### src/rtl/lu_serial_sequencer.sv
// Bit-serial front end for an external 1-bit logic unit (NOR/OR/XOR/XNOR).
// Operands are latched on an accepted start. One bit pair per clock is then
// presented to the LU, LSB first. The 1-bit LU results are shifted back in to
// build a WIDTH-bit result word.
module lu_serial_sequencer #(
  parameter int WIDTH = 8
) (
  input  logic             clk,
  input  logic             rst_n,
  input  logic             start,
  input  logic [WIDTH-1:0] a_in,
  input  logic [WIDTH-1:0] b_in,
  input  logic [1:0]       op_in,
  output logic             lu_a,
  output logic             lu_b,
  output logic [1:0]       lu_op,
  input  logic             lu_result,
  output logic             busy,
  output logic             done,
  output logic [WIDTH-1:0] result
);

  localparam int CW = $clog2(WIDTH) + 1;

  typedef enum logic [1:0] {
    IDLE  = 2'd0,
    SHIFT = 2'd1,
    DONE  = 2'd2
  } state_t;

  state_t           state;
  logic [WIDTH-1:0] a_sh;
  logic [WIDTH-1:0] b_sh;
  logic [WIDTH-1:0] res_sh;
  logic [1:0]       op_q;
  logic [CW-1:0]    cnt;

  // LU drive is gated by state, so it reads zero outside SHIFT and after reset.
  assign lu_a  = (state == SHIFT) & a_sh[0];
  assign lu_b  = (state == SHIFT) & b_sh[0];
  assign lu_op = (state == SHIFT) ? op_q : 2'b00;

  // Sequencer FSM: latch on start, shift WIDTH bits, pulse done for one cycle.
  always_ff @(posedge clk) begin
    if (!rst_n) begin
      state  <= IDLE;
      a_sh   <= '0;
      b_sh   <= '0;
      res_sh <= '0;
      op_q   <= 2'b00;
      cnt    <= '0;
      busy   <= 1'b0;
      done   <= 1'b0;
      result <= '0;
    end else begin
      case (state)
        IDLE: begin
          done <= 1'b0;
          if (start) begin
            a_sh  <= a_in;
            b_sh  <= b_in;
            op_q  <= op_in;
            cnt   <= '0;
            busy  <= 1'b1;
            state <= SHIFT;
          end
        end
        SHIFT: begin
          res_sh <= {lu_result, res_sh[WIDTH-1:1]};
          a_sh   <= a_sh >> 1;
          b_sh   <= b_sh >> 1;
          cnt    <= cnt + 1'b1;
          // Last bit pair: the word is complete including this cycle's LU bit.
          if (cnt == CW'(WIDTH - 1)) begin
            result <= {lu_result, res_sh[WIDTH-1:1]};
            done   <= 1'b1;
            state  <= DONE;
          end
        end
        DONE: begin
          // start is deliberately ignored here; busy drops as we leave.
          done  <= 1'b0;
          busy  <= 1'b0;
          state <= IDLE;
        end
        default: begin
          done  <= 1'b0;
          busy  <= 1'b0;
          state <= IDLE;
        end
      endcase
    end
  end

endmodule

### config.mk
export PLATFORM = sky130hd
export DESIGN_NAME = lu_serial_sequencer
export DESIGN_NICKNAME = d
export VERILOG_FILES = /design/src/rtl/lu_serial_sequencer.sv
export SDC_FILE = /design/constraint.sdc
export NUM_CORES = 1
export LEC_CHECK = 0
export CAP_MARGIN = 10
export CORE_MARGIN = 2
export CORE_UTILIZATION = 45
export CTS_BUF_LIST = sky130_fd_sc_hd__clkbuf_4 sky130_fd_sc_hd__clkbuf_8 sky130_fd_sc_hd__clkbuf_16
export CTS_CLUSTER_DIAMETER = 40
export DETAILED_ROUTE_END_ITERATION = 16
export DONT_BUFFER_PORTS = 1
export GPL_TIMING_DRIVEN = 0
export HOLD_SLACK_MARGIN = 0.02
export SLEW_MARGIN = 15
export SYNTH_ARGS = -nofsm -noshare
export SYNTH_HDL_FRONTEND = slang
export SYNTH_SLANG_ARGS = --single-unit
### constraint.sdc
create_clock -name clk -period 1.6 [get_ports clk]
set_input_delay 0.32 -clock clk [delete_from_list [all_inputs] [get_ports clk]]
set_output_delay 0.32 -clock clk [all_outputs]
set_load 0.02 [all_outputs]
==> run_summary.xml <==
<?xml version="1.0" encoding="UTF-8"?>
<metrics>
  <group name="setup_path">
    <metric name="worstReg2RegStart" unit="">cnt[1]</metric>
    <metric name="cp_max_fo" unit="">6</metric>
    <metric name="crit-reg2reg-capture" unit="">result[3]</metric>
    <metric name="ff2ff_setup_slack" unit="ns">0.07</metric>
    <metric name="worst-setup-path-type" unit="">reg2reg</metric>
    <metric name="critPathLaunchType" unit="">register</metric>
    <metric name="setup.worst_path.start" unit="">cnt[1]</metric>
    <metric name="critPathCapture" unit="">result[3]</metric>
    <metric name="arrival" unit="ns">1.79</metric>
    <metric name="worst-endpoint-required" unit="ns">1.86</metric>
    <metric name="rr_worst_depth" unit="">5</metric>
    <metric name="crit_path_end_kind" unit="">register</metric>
  </group>
  <group name="clock_network">
    <metric name="cts_hold_bufs" unit="">0</metric>
    <metric name="clkTransAtPathRegs" unit="ns">0.12</metric>
    <metric name="cts_tree" unit="">done</metric>
    <metric name="h-tree-depth" unit="">2</metric>
    <metric name="cts_root_buf" unit="">clkbuf_4</metric>
    <metric name="cts.sinks" unit="">41</metric>
    <metric name="clock_tree.buffer_depth" unit="">2</metric>
    <metric name="cts_made_buffers" unit="">5</metric>
    <metric name="clk-insertion-delay-late" unit="ns">0.35</metric>
  </group>
  <group name="global_route">
    <metric name="grt_first_pass_wirelength" unit="microns">6310</metric>
    <metric name="grt_pass1_vias" unit="">1295</metric>
    <metric name="global_route_usage_sum" unit="">0.200</metric>
    <metric name="pin_count_of_the_biggest_net_entering_global_routing" unit="">12</metric>
    <metric name="antenna_violations_before_repair" unit="">0</metric>
    <metric name="globalRouteOverflowTotal" unit="">0</metric>
  </group>
  <group name="synth">
    <metric name="yosys.area_share.xor_xnor" unit="">0</metric>
    <metric name="synth_fa_ha_area_frac" unit="">0.00765</metric>
    <metric name="biggest_area_contributors_in_the_synthesized_netlist" unit="">dfxtp_1 (50%), a21oi_1 (9.5%), nand2_1 (7.6%)</metric>
    <metric name="syn_area_per_cell" unit="sq um">8.89</metric>
    <metric name="synth.distinct_cells" unit="">33</metric>
    <metric name="synth.net_count" unit="">207</metric>
    <metric name="number_of_synthesized_register_bits" unit="">41</metric>
    <metric name="number_of_flops_mapped_to_enable_cells_by_yosys" unit="">0</metric>
    <metric name="synth_sequential_area_ratio" unit="">0.502</metric>
    <metric name="yosys.area.top_type_share" unit="">0.502</metric>
    <metric name="synth_top_cell_by_area" unit="">dfxtp_1</metric>
    <metric name="ys.warnings.count" unit="">0</metric>
    <metric name="dominant_cell_by_count_in_the_synthesized_netlist" unit="">dfxtp_1</metric>
    <metric name="compound_gate_fraction_of_synth_area" unit="">0.253</metric>
    <metric name="synth.cells.most_frequent" unit="">dfxtp_1 (41), nand2_1 (33), a21oi_1 (31)</metric>
    <metric name="async_reset_ff_frac" unit="">0</metric>
    <metric name="synth_top_family_by_area" unit="">compound AO/OA/AOI/OAI gates</metric>
    <metric name="syn_inst" unit="">184</metric>
    <metric name="mappedNetlistArea" unit="sq um">1640</metric>
    <metric name="synth-main-ff-cell" unit="">dfxtp_1</metric>
    <metric name="yosys.area_share.simple" unit="">0.171</metric>
    <metric name="synth_mux_area_frac" unit="">0.0245</metric>
  </group>
  <group name="placement">
    <metric name="gp_congestion" unit="">0.710</metric>
    <metric name="post_placement_setup_slack" unit="ns">-0.0388</metric>
    <metric name="port-buffer-count" unit="">0</metric>
    <metric name="dp_hpwl" unit="microns">2530</metric>
  </group>
  <group name="drt">
    <metric name="detail_route.wl_per_cell" unit="microns">15.3</metric>
    <metric name="drtAntennaViolNets" unit="">0</metric>
    <metric name="via_per_inst" unit="">5.65</metric>
    <metric name="num_vias" unit="">1372</metric>
    <metric name="drt_first_pass_iters" unit="">5</metric>
    <metric name="postRouteWirelength" unit="microns">3730</metric>
    <metric name="post-route-drc-count" unit="">0</metric>
    <metric name="initialDrtViolationCount" unit="">85</metric>
  </group>
  <group name="sta">
    <metric name="setup_viol" unit="">0</metric>
    <metric name="period_minus_slack" unit="ns">1.53</metric>
    <metric name="number_of_endpoints_with_negative_hold_slack_in_the_final_report" unit="">0</metric>
    <metric name="final_max_slew_viol_count" unit="">0</metric>
    <metric name="final_min_period_over_clock_period" unit="">0.956</metric>
    <metric name="max_slew.worst_pin.slew" unit="ns">0.402</metric>
    <metric name="timing.slew.headroom" unit="">0.731</metric>
    <metric name="total_negative_setup_slack" unit="ns">0</metric>
    <metric name="skew" unit="ns">0.00489</metric>
    <metric name="fin_ws" unit="ns">0.0710</metric>
    <metric name="final_hold_slack" unit="ns">0.0817</metric>
    <metric name="fmaxAchievable" unit="GHz">0.654</metric>
  </group>
  <group name="hold_path">
    <metric name="worstHoldPathType" unit="">in2reg</metric>
  </group>
  <group name="die">
    <metric name="boundaryPins" unit="">36</metric>
    <metric name="rows" unit="">21</metric>
    <metric name="floorplan.initialDensity" unit="">0.479</metric>
    <metric name="chipWidth" unit="microns">64.3</metric>
    <metric name="placeableCoreArea" unit="sq um">3420</metric>
    <metric name="die-area" unit="sq um">4140</metric>
    <metric name="die_h" unit="microns">64.3</metric>
  </group>
  <group name="final_layout">
    <metric name="antenna_cells" unit="">0</metric>
    <metric name="multi_input_comb_area" unit="sq um">762</metric>
    <metric name="drive_above_1_share" unit="">0.183</metric>
    <metric name="nNetsFinal" unit="">220</metric>
    <metric name="areaGrowthSynthToFinish" unit="%">11.3</metric>
    <metric name="register_area" unit="sq um">826</metric>
    <metric name="fill_cells" unit="">346</metric>
  </group>
  <group name="flow_run">
    <metric name="cap_violations" unit="">0</metric>
  </group>
  <group name="power_and_ir_drop">
    <metric name="power.static_leakage" unit="nW">0.739</metric>
    <metric name="worst_ir_drop_vdd" unit="uV">418</metric>
    <metric name="power_density_over_the_cells" unit="nW/um^2">1010</metric>
  </group>
  <group name="status">
    <metric name="status" unit="">complete, no violations</metric>
  </group>
</metrics>
[worst max-delay path, stage by stage (launching register included)]
cell and delay, ns:
dfxtp_1 0.39, ha_2 0.24, nand4b_4 0.13, or2_0 0.23, buf_2 0.17, a32o_1 0.27
[timing repair]
item                                   in CTS  in global routing
pin swaps                                   0                  1
gates cloned                                0                  0
buffers inserted                            2                  5
setup endpoints to repair                   4                 10
endpoints found under the hold margin       0                  0
gates resized for setup                     7                  7
[cell usage in the layout, fill, tap and decap left out]
master | synthesis | routed
buf_6 | 1 | 1
buf_4 | 0 | 7
a21boi_0 | 6 | 6
clkbuf_4 | 0 | 6
buf_2 | 6 | 6
a32o_1 | 6 | 6
a31o_2 | 1 | 1
o211a_1 | 1 | 1
ha_2 | 0 | 1
nor3b_2 | 1 | 1
nand3_1 | 2 | 2
nand2b_1 | 2 | 2
clkbuf_8 | 0 | 1
nand4b_4 | 1 | 1
dfxtp_1 | 41 | 39
clkbuf_1 | 4 | 3
and2_4 | 0 | 4
o21ba_2 | 1 | 1
or3_1 | 1 | 1
a211oi_1 | 1 | 1
dfxtp_4 | 0 | 1
or2_0 | 1 | 1
o21bai_4 | 1 | 1
clkbuf_2 | 1 | 1
and2b_4 | 0 | 1
nor2_2 | 1 | 1
clkinv_1 | 1 | 1
inv_1 | 1 | 1
dfxtp_2 | 0 | 1
a31oi_1 | 1 | 1
mux2i_1 | 4 | 4
nor2_1 | 9 | 9
a21oi_1 | 31 | 31
nor3b_1 | 1 | 1
nor3_1 | 1 | 1
o21ai_0 | 14 | 14
nand2_1 | 33 | 33
a22oi_1 | 3 | 3
[worst min-delay path by stage]
stage	to	slack [ns]	from	cells past startpoint
2_1_floorplan	result[0]	0.44	res_sh[1]	2
3_3_place_gp	result[7]	0.45	lu_result	1
3_5_place_dp	res_sh[1]	0.46	res_sh[1]	2
4_1_cts	result[7]	0.07	lu_result	1
5_1_grt	result[7]	0.06	lu_result	1
6_report	b_sh[3]	0.08	b_in[3]	2
[layout make-up]
| type | instances | area share |
|---|---|---|
| sequential | 41 | 0.453 |
| multi-input combinational | 129 | 0.418 |
| clock buffer | 7 | 0.0323 |
| timing repair buffer | 7 | 0.0288 |
| tap | 46 | 0.0316 |
| buffer | 11 | 0.0316 |
| inverter | 2 | 0.00412 |
[through the flow]
stage | cells | utilization | cell area, sq um | total power (W)
floorplan | 184 | - | 1640 | 0.00125
global placement | 230 | 0.496 | 1690 | 0.00128
detailed placement | 230 | 0.496 | 1690 | 0.00129
CTS | 238 | 0.519 | 1770 | 0.00184
global route | 243 | 0.533 | 1820 | 0.00193
finish | 243 | 0.533 | 1820 | 0.00184
[where the power goes]
part / total [W] / leakage [nW] / switching (W) / internal [W]
sequential: 0.00109 / 0.337 / 0.0000277 / 0.00106
combinational: 0.000194 / 0.367 / 0.000116 / 0.0000783
clock: 0.000553 / 0.0348 / 0.000329 / 0.000225
total: 0.00184 / 0.739 / 0.000473 / 0.00137
[state kept, by name, indices dropped and copies added (netlist names)]
signal	count
res_sh	7
cnt	4
done	1
state	2
b_sh	8
busy	1
result	8
op_q	2
a_sh	8
[per-layer routing]
layer,up-vias,GRT usage,share of wire
met5,-,0,0
met3,7,0.0687,0.056
li1,665,-,-
met1,663,0.250,0.44
met2,37,0.320,0.48
met4,0,0.0718,0.021
[logic make-up (layout without fill, tap and decap cells)]
family	count (synthesis)	after routing
adder cells (fa/ha/maj)	1	1
flip-flops	41	41
AND/OR/NAND/NOR	58	58
AO/OA/AOI/OAI	66	66
buffers and inverters	14	27
multiplexers	4	4
Note: power is estimated with default switching activity, not from simulation.
